### src/rtl/ldpc_enc_sequencer.sv
// Frame sequencer for the QC LDPC encoder: walks the info-word source addresses,
// aligns encoder valid to the source read data and emits one codeword-valid per frame.
// Define LDPC_SEQ_CONT_EN for continuous mode (start port ignored, frames run back-to-back).
`timescale 1ns/1ps
module ldpc_enc_sequencer #(
    parameter int INFO_BLOCKS = 18,
    parameter int ADDR_W      = 5,
    parameter int ENC_LATENCY = 2,
    parameter int GAP_CYCLES  = 1,
    parameter int CNT_W       = 16
) (
    input  logic              clk,
    input  logic              rst,
    input  logic              start,
    input  logic              fifo_full,
    output logic [ADDR_W-1:0] src_addr,
    output logic              enc_valid,
    output logic              cw_valid,
    output logic              busy,
    output logic              frame_done,
    output logic [CNT_W-1:0]  frame_cnt
);

    // One phase counter is shared by WAIT and GAP; it must reach the larger of the two.
    localparam int PH_MAX = (ENC_LATENCY > GAP_CYCLES) ? ENC_LATENCY : GAP_CYCLES;
    localparam int PH_W   = (PH_MAX < 2) ? 1 : $clog2(PH_MAX + 1);

    localparam logic [ADDR_W-1:0] LAST_ADDR = ADDR_W'(INFO_BLOCKS - 1);

    typedef enum logic [2:0] {
        IDLE = 3'd0,
        LOAD = 3'd1,
        WAIT = 3'd2,
        EMIT = 3'd3,
        GAP  = 3'd4
    } state_t;

    state_t          state_reg;
    logic [PH_W-1:0] ph_cnt_reg;
    logic            start_eff;

`ifdef LDPC_SEQ_CONT_EN
    logic unused_start;
    assign unused_start = start;
    assign start_eff    = 1'b1;
`else
    assign start_eff    = start;
`endif

    always_ff @(posedge clk) begin
        if (rst) begin
            state_reg  <= IDLE;
            ph_cnt_reg <= '0;
            src_addr   <= '0;
            enc_valid  <= 1'b0;
            cw_valid   <= 1'b0;
            busy       <= 1'b0;
            frame_done <= 1'b0;
            frame_cnt  <= '0;
        end else begin
            // Source RAM has one cycle of read latency, so valid trails the address phase.
            enc_valid  <= (state_reg == LOAD);
            cw_valid   <= 1'b0;
            frame_done <= 1'b0;

            case (state_reg)
                IDLE: begin
                    if (start_eff && !fifo_full) begin
                        state_reg <= LOAD;
                        src_addr  <= '0;
                        busy      <= 1'b1;
                    end
                end

                LOAD: begin
                    if (src_addr == LAST_ADDR) begin
                        state_reg  <= WAIT;
                        src_addr   <= '0;
                        ph_cnt_reg <= '0;
                    end else begin
                        src_addr <= src_addr + ADDR_W'(1);
                    end
                end

                WAIT: begin
                    if (int'(ph_cnt_reg) >= ENC_LATENCY) begin
                        state_reg <= EMIT;
                    end else begin
                        ph_cnt_reg <= ph_cnt_reg + PH_W'(1);
                    end
                end

                EMIT: begin
                    // The encoder holds its codeword while the FIFO is full; retry every cycle.
                    if (!fifo_full) begin
                        cw_valid   <= 1'b1;
                        frame_done <= 1'b1;
                        frame_cnt  <= frame_cnt + CNT_W'(1);
                        ph_cnt_reg <= '0;
                        if (GAP_CYCLES == 0) begin
                            state_reg <= IDLE;
                            busy      <= 1'b0;
                        end else begin
                            state_reg <= GAP;
                        end
                    end
                end

                GAP: begin
                    if (int'(ph_cnt_reg) >= GAP_CYCLES - 1) begin
                        state_reg <= IDLE;
                        busy      <= 1'b0;
                    end else begin
                        ph_cnt_reg <= ph_cnt_reg + PH_W'(1);
                    end
                end

                default: begin
                    state_reg <= IDLE;
                    src_addr  <= '0;
                    busy      <= 1'b0;
                end
            endcase
        end
    end

endmodule
### config.mk
export PLATFORM = sky130hd
export DESIGN_NAME = ldpc_enc_sequencer
export DESIGN_NICKNAME = d
export VERILOG_FILES = /design/src/rtl/ldpc_enc_sequencer.sv
export SDC_FILE = /design/constraint.sdc
export NUM_CORES = 1
export LEC_CHECK = 0
export BUFFER_PORTS_ARGS = -buffer_cell sky130_fd_sc_hd__buf_4
export CELL_PAD_IN_SITES_DETAIL_PLACEMENT = 1
export CELL_PAD_IN_SITES_GLOBAL_PLACEMENT = 1
export CORE_MARGIN = 2
export CORE_UTILIZATION = 42
export CTS_CLUSTER_DIAMETER = 50
export DETAILED_ROUTE_END_ITERATION = 10
export HOLD_SLACK_MARGIN = 0.03
export PLACE_DENSITY = 0.93
export SETUP_SLACK_MARGIN = 0.02
export SLEW_MARGIN = 5
export SYNTH_ARGS = -nofsm -noshare
export SYNTH_HDL_FRONTEND = slang
export SYNTH_SLANG_ARGS = --single-unit
### constraint.sdc
create_clock -name clk -period 3.57 [get_ports clk]
set_clock_uncertainty 0.05 [all_clocks]
set_input_delay 0.5355 -clock clk [delete_from_list [all_inputs] [get_ports clk]]
set_output_delay 0.5355 -clock clk [all_outputs]
set_load 0.005 [all_outputs]
==> impl_metrics.toml, run 1 <==
[die]
start_util_pct = 45.1
die_area_sq_um = 3810
rows = 20
ios = 29
die_h_um = 61.7
dieWidth_um = 61.7
core_area_sq_um = 3100

[route]
route.detailed.drc = 0
final_antenna_net_count = 0
vias = 1274
drtPass1Iterations = 4
drt_iter0_markers = 27
vias_per_cell = 5.40
avgRoutedWirePerCell_um = 15.8
wl_um = 3720

[clocking]
max-clock-path-buffers = 2
ctsHoldBuffers = 0
cts_tree = "built"
cts_buffers = 5
post_cts_buffers = 0
clock_latency_ns = 0.34
cts_resized = 0
path_clk_slew_ns = 0.09
htreeDepth = 2
clockRootBuffer = "clkbuf_4"
clock-sinks = 29

[final_layout]
final_nets = 200
largest_reg_flops = 16
design_area_sq_um = 1680
areaGrowthSynthToFinish_pct = 20.3
drive_above_1_share_pct = 20.3
antenna_cells = 0

[sta]
tightest_slew_ns = 0.485
slew_viol_final = 0
fmax_mhz = 422
hold_viol = 0
period_share_pct = 66.4
slew_headroom_pct = 67.5
fin_ws_ns = 1.20
min_period_ns = 2.37
finalSetupTns_ns = 0
setup_violations = 0
rsz0062_at_grt = "no"

[synth]
yosys_register_bits = 29
synthArstFlopShare_pct = 0
netlist_instances = 165
yosysSeqAreaShare_pct = 41.5
yosysWarnings = 0
synth_cell_types = 38
synth_nets = 173
synth_area_sq_um = 1400
synth_edf_count = 0
synth-main-ff-cell = "dfxtp_1"
syn_avg_cell_area_sq_um = 8.48

[worst_setup_path]
r2r_slack_ns = 1.20
start_kind = "register"
r2r-start = "state_reg[1]$_SDFFE_PP0P_"
reg2reg_depth = 4
arrival_ns = 2.60
critical_path_class = "register to register"
cp_max_fo = 14
reg2reg_to = "frame_cnt[15]$_SDFFE_PP0P_"
critPathCaptureType = "register"
cp.required_ns = 3.79

[grt]
grt_pass1_vias = 1391
overflow = 0
grt_max_degree = 27
antenna_found_initial = 0
track_usage_pct = 23.0
grt_pass1_wl_um = 6390

[place]
postPlaceCellArea_sq_um = 1630
io_buffers = 28
place_ws_ns = 1.12
gp_congestion = 0.818
dp_hpwl_um = 2680

[power_and_ir_drop]
power_frac_seq_pct = 58.0
power.switching_mw = 0.140
pwr-share-comb_pct = 5.9
intPower_mw = 0.435
peakVddDrop_mv = 0.204
power_density_nw_per_um2 = 341
p_sw_share_pct = 24.3
p_clk_share_pct = 36.1
p_leak_nw = 0.625

[job]
cap_violations = 0

[hold_path]
worstHoldEndpoint = "frame_cnt[15]$_SDFFE_PP0P_"
min_from = "frame_cnt[15]$_SDFFE_PP0P_"
hold_path.class = "register to register"
min_path_cells = 2

[run_status]
status = "completed"
[worst max path at each step]
stage | startpoint | end | slack, ns | cells past startpoint
final | state_reg[1]$_SDFFE_PP0P_ | frame_cnt[15]$_SDFFE_PP0P_ | 1.20 | 4
after global routing | state_reg[1]$_SDFFE_PP0P_ | frame_cnt[15]$_SDFFE_PP0P_ | 1.04 | 4
after CTS | state_reg[1]$_SDFFE_PP0P_ | frame_cnt[15]$_SDFFE_PP0P_ | 1.23 | 4
after detailed placement | fifo_full | frame_cnt[15]$_SDFFE_PP0P_ | 1.12 | 5
after global placement | fifo_full | frame_cnt[15]$_SDFFE_PP0P_ | 1.23 | 5
after floorplan | fifo_full | frame_cnt[15]$_SDFFE_PP0P_ | 1.74 | 4
[routing by layer]
metal / GRT usage (%) / vias up / wire length, um
met5: 0 / - / 0
met4: 12.2 / 0 / 104
met3: 4.76 / 12 / 127
met2: 40.6 / 24 / 1890
met1: 25.8 / 601 / 1590
li1: - / 637 / -
[through the flow]
stage	utilization (%)	total power [mW]	hold WS, ns	std cells
CTS	54.2	0.581	0.469	236
global placement	52.5	0.371	0.417	229
floorplan	-	0.360	0.420	165
global route	54.2	0.600	0.494	236
detailed placement	52.5	0.374	0.456	229
finish	54.2	0.575	0.460	236
[cells in the final DEF (no fill, tap or decap), types with 3 or more instances in the layout]
cell type	n
buf_4	28
xnor2_1	10
nand4_1	3
nand3_1	8
clkbuf_4	5
a21oi_1	9
nand2_1	11
dfxtp_1	29
xor2_1	3
a211oi_1	3
ha_1	4
o21ai_0	9
or3_1	6
nor3_1	4
nor4_1	5
nor2_1	19
inv_1	9
[critical path, cell delays in order, from the launching register on]
cell       delay [ns]
dfxtp_1          0.57
nand4bb_1        0.47
or3_4            0.56
or4_1            0.49
a21oi_1          0.17
[synth_stat cells, drive strengths merged (2+ instances only)]
cell	number	area, sq um
nor2	19	71.3
inv	9	33.8
clkbuf	5	18.8
a211oi	3	22.5
nand4bb	2	22.5
nand4	3	18.8
nand3	8	40.0
nor4	5	31.3
ha	4	50.1
xor2	3	26.3
or3b	2	17.5
o211ai	2	15.0
dfxtp	29	581
and4	2	17.5
xnor2	10	87.6
o21ai	9	45.0
buf	3	17.5
nor3	4	20.0
a21oi	9	45.0
or3	7	48.8
nand2	11	41.3
a21o	2	15.0
[power groups by stage]
stage	logic (mW)	clock network, mW	registers [mW]
2_1_floorplan	0.0214	0	0.338
3_3_place_gp	0.0315	0	0.340
3_5_place_dp	0.0332	0	0.340
4_1_cts	0.0341	0.214	0.333
5_1_grt	0.0375	0.229	0.334
6_report	0.0338	0.208	0.333
[logic make-up (layout without fill, tap and decap cells)]
group                      Yosys count  in the layout  share of synthesized area, %
AOI/OAI and AO/OA                   30             30                          13.1
buffers and inverters               17             44                          5.01
xor gates and xnor gates            13             13                          8.14
DFF                                 29             29                          41.5
and+or+nand+nor                     72             72                          28.7
adders and majority gates            4              4                          3.58
[area by class of cell]
class / count / area (sq um)
clock buffers: 7 / 55.1
fillers: 402 / 1420
inverters: 9 / 33.8
multi-input cells: 119 / 748
flip-flops and latches: 29 / 581
well taps: 44 / 55.1
repair buffers: 28 / 210
No activity file was read; power rests on OpenSTA's default activity.
==> run 2, diff against run 1 <==
--- a/config.mk
+++ b/config.mk
@@ -9,11 +9,11 @@
 export CELL_PAD_IN_SITES_DETAIL_PLACEMENT = 1
 export CELL_PAD_IN_SITES_GLOBAL_PLACEMENT = 1
 export CORE_MARGIN = 2
-export CORE_UTILIZATION = 42
+export CORE_UTILIZATION = 35
 export CTS_CLUSTER_DIAMETER = 50
 export DETAILED_ROUTE_END_ITERATION = 10
 export HOLD_SLACK_MARGIN = 0.03
-export PLACE_DENSITY = 0.93
+export PLACE_DENSITY = 0.84
 export SETUP_SLACK_MARGIN = 0.02
 export SLEW_MARGIN = 5
 export SYNTH_ARGS = -nofsm -noshare
==> constraint.sdc (replaced) <==
create_clock -name clk -period 1.9 [get_ports clk]
set_clock_uncertainty 0.05 [all_clocks]
set_input_delay 0.285 -clock clk [delete_from_list [all_inputs] [get_ports clk]]
set_output_delay 0.285 -clock clk [all_outputs]
set_load 0.005 [all_outputs]
==> run 2 against run 1 <==
Against the previous run: clock power rose to 2.7 times the previous value; die area up 19%; non-clock buffer count up 9; worst setup slack worse by 1.1 ns; total power up 120%; register-to-register slack worse by 1.1 ns.
==> impl_metrics.toml, run 2 (synthesized netlist as in run 1, its figures left out) <==
[route]
vias = 1342
route.detailed.drc = 0
wl_um = 3830
avgRoutedWirePerCell_um = 15.3
drt_iter0_markers = 83
vias_per_cell = 5.37
final_antenna_net_count = 0
drtPass1Iterations = 4

[die]
rows = 22
die_area_sq_um = 4520
dieWidth_um = 67.2
die_h_um = 67.2
core_area_sq_um = 3740
ios = 29
start_util_pct = 37.4

[sta]
period_share_pct = 93.3
finalSetupTns_ns = 0
slew_headroom_pct = 71.0
fin_ws_ns = 0.127
hold_viol = 0
slew_viol_final = 0
setup_violations = 0
rsz0062_at_grt = "no"
tightest_slew_ns = 0.429
min_period_ns = 1.77
fmax_mhz = 564

[run_status]
status = "completed"

[place]
place_ws_ns = 0.0617
gp_congestion = 0.771
io_buffers = 28
dp_hpwl_um = 2690

[clocking]
path_clk_slew_ns = 0.07
cts_tree = "built"
clock-sinks = 29
cts_buffers = 5
ctsHoldBuffers = 0
clockRootBuffer = "clkbuf_8"
max-clock-path-buffers = 2
htreeDepth = 2
clock_latency_ns = 0.28

[power_and_ir_drop]
power_density_nw_per_um2 = 692
p_leak_nw = 0.692
peakVddDrop_mv = 0.631

[grt]
track_usage_pct = 18.3
grt_pass1_wl_um = 6170
grt_pass1_vias = 1342
grt_max_degree = 27
antenna_found_initial = 0
overflow = 0

[worst_setup_path]
reg2reg_depth = 5
cp.required_ns = 2.06
cp_max_fo = 5
critPathCaptureType = "register"
critPathLaunch = "frame_cnt[0]$_SDFFE_PP0P_"
r2r_slack_ns = 0.13
arrival_ns = 1.94
critical_path_class = "register to register"
crit_end = "frame_cnt[14]$_SDFFE_PP0P_"
reg2reg_to = "frame_cnt[14]$_SDFFE_PP0P_"
start_kind = "register"
r2r-start = "frame_cnt[0]$_SDFFE_PP0P_"

[job]
cap_violations = 0

[final_layout]
largest_reg_flops = 16
areaGrowthSynthToFinish_pct = 28.9
final_common_cell = "buf_4"
drive_above_1_share_pct = 25.2
antenna_cells = 0
final_cell_mix = "buf_4, dfxtp_1, nor2_1"
nFillCells = 478
final_nets = 209

[hold_path]
hold_path.class = "primary input to register"
## run 2: cell types whose count changed in the layout (fill, tap and decap cells not counted), sizes merged
cell	change
buf	+9
clkinv	+1
## run 2: worst max-delay path: stages (launching register included)
cell     delay, ns
dfxtp_1       0.40
ha_1          0.23
nand2_1       0.12
or3_1         0.41
or3_1         0.37
a21oi_1       0.13
## run 2: worst min path at each step
stage / cells after the start / slack (ns) / from / to
final: 3 / 0.30 / start / busy$_SDFFE_PP0P_
after detailed placement: 2 / 0.43 / frame_cnt[15]$_SDFFE_PP0P_ / frame_cnt[15]$_SDFFE_PP0P_
after floorplan: 2 / 0.42 / frame_cnt[15]$_SDFFE_PP0P_ / frame_cnt[15]$_SDFFE_PP0P_
after global placement: 2 / 0.42 / frame_cnt[15]$_SDFFE_PP0P_ / frame_cnt[15]$_SDFFE_PP0P_
after CTS: 3 / 0.29 / start / busy$_SDFFE_PP0P_
after global routing: 2 / 0.32 / rst / frame_cnt[9]$_SDFFE_PP0P_
## run 2: repair_timing
item                       in CTS  in global routing
setup endpoints to repair       0                  1
buffers inserted                0                  0
gates resized for setup         0                  1
## run 2: metal layers
metal | part of all wire [%] | track usage (%)
met1 | 45 | 21.3
met2 | 51 | 32.7
met3 | 3.1 | 4.83
met4 | 1.1 | 5.61
met5 | 0 | 0
## run 2: power by group
part           switching (mW)  internal, mW  total, mW  leakage [nW]
Sequential            0.00737         0.616      0.623         0.235
Clock                   0.228         0.327      0.555        0.0542
Combinational          0.0394        0.0310     0.0704         0.403
Total                   0.275         0.973       1.25         0.692
## run 2: area by class of cell
cell class | instances | area, sq um | area share (%)
Clock buffer | 7 | 96.3 | 5.34
Inverter | 9 | 33.8 | 1.87
Tap cell | 48 | 60.1 | 3.33
Timing Repair Buffer | 37 | 278 | 15.4
Sequential cell | 29 | 582 | 32.3
Multi-Input combinational cell | 119 | 748 | 41.5
Clock inverter | 1 | 5.00 | 0.278
## run 2: through the flow
step	instances	total power [mW]	area [sq um]	util, %	hold WS [ns]
after floorplan	165	0.676	1400	-	0.420
after global placement	242	0.703	1700	45.4	0.416
after detailed placement	242	0.707	1700	45.4	0.429
after CTS	250	1.27	1800	48.1	0.287
after global routing	250	1.31	1800	48.2	0.322
final	250	1.25	1800	48.2	0.296
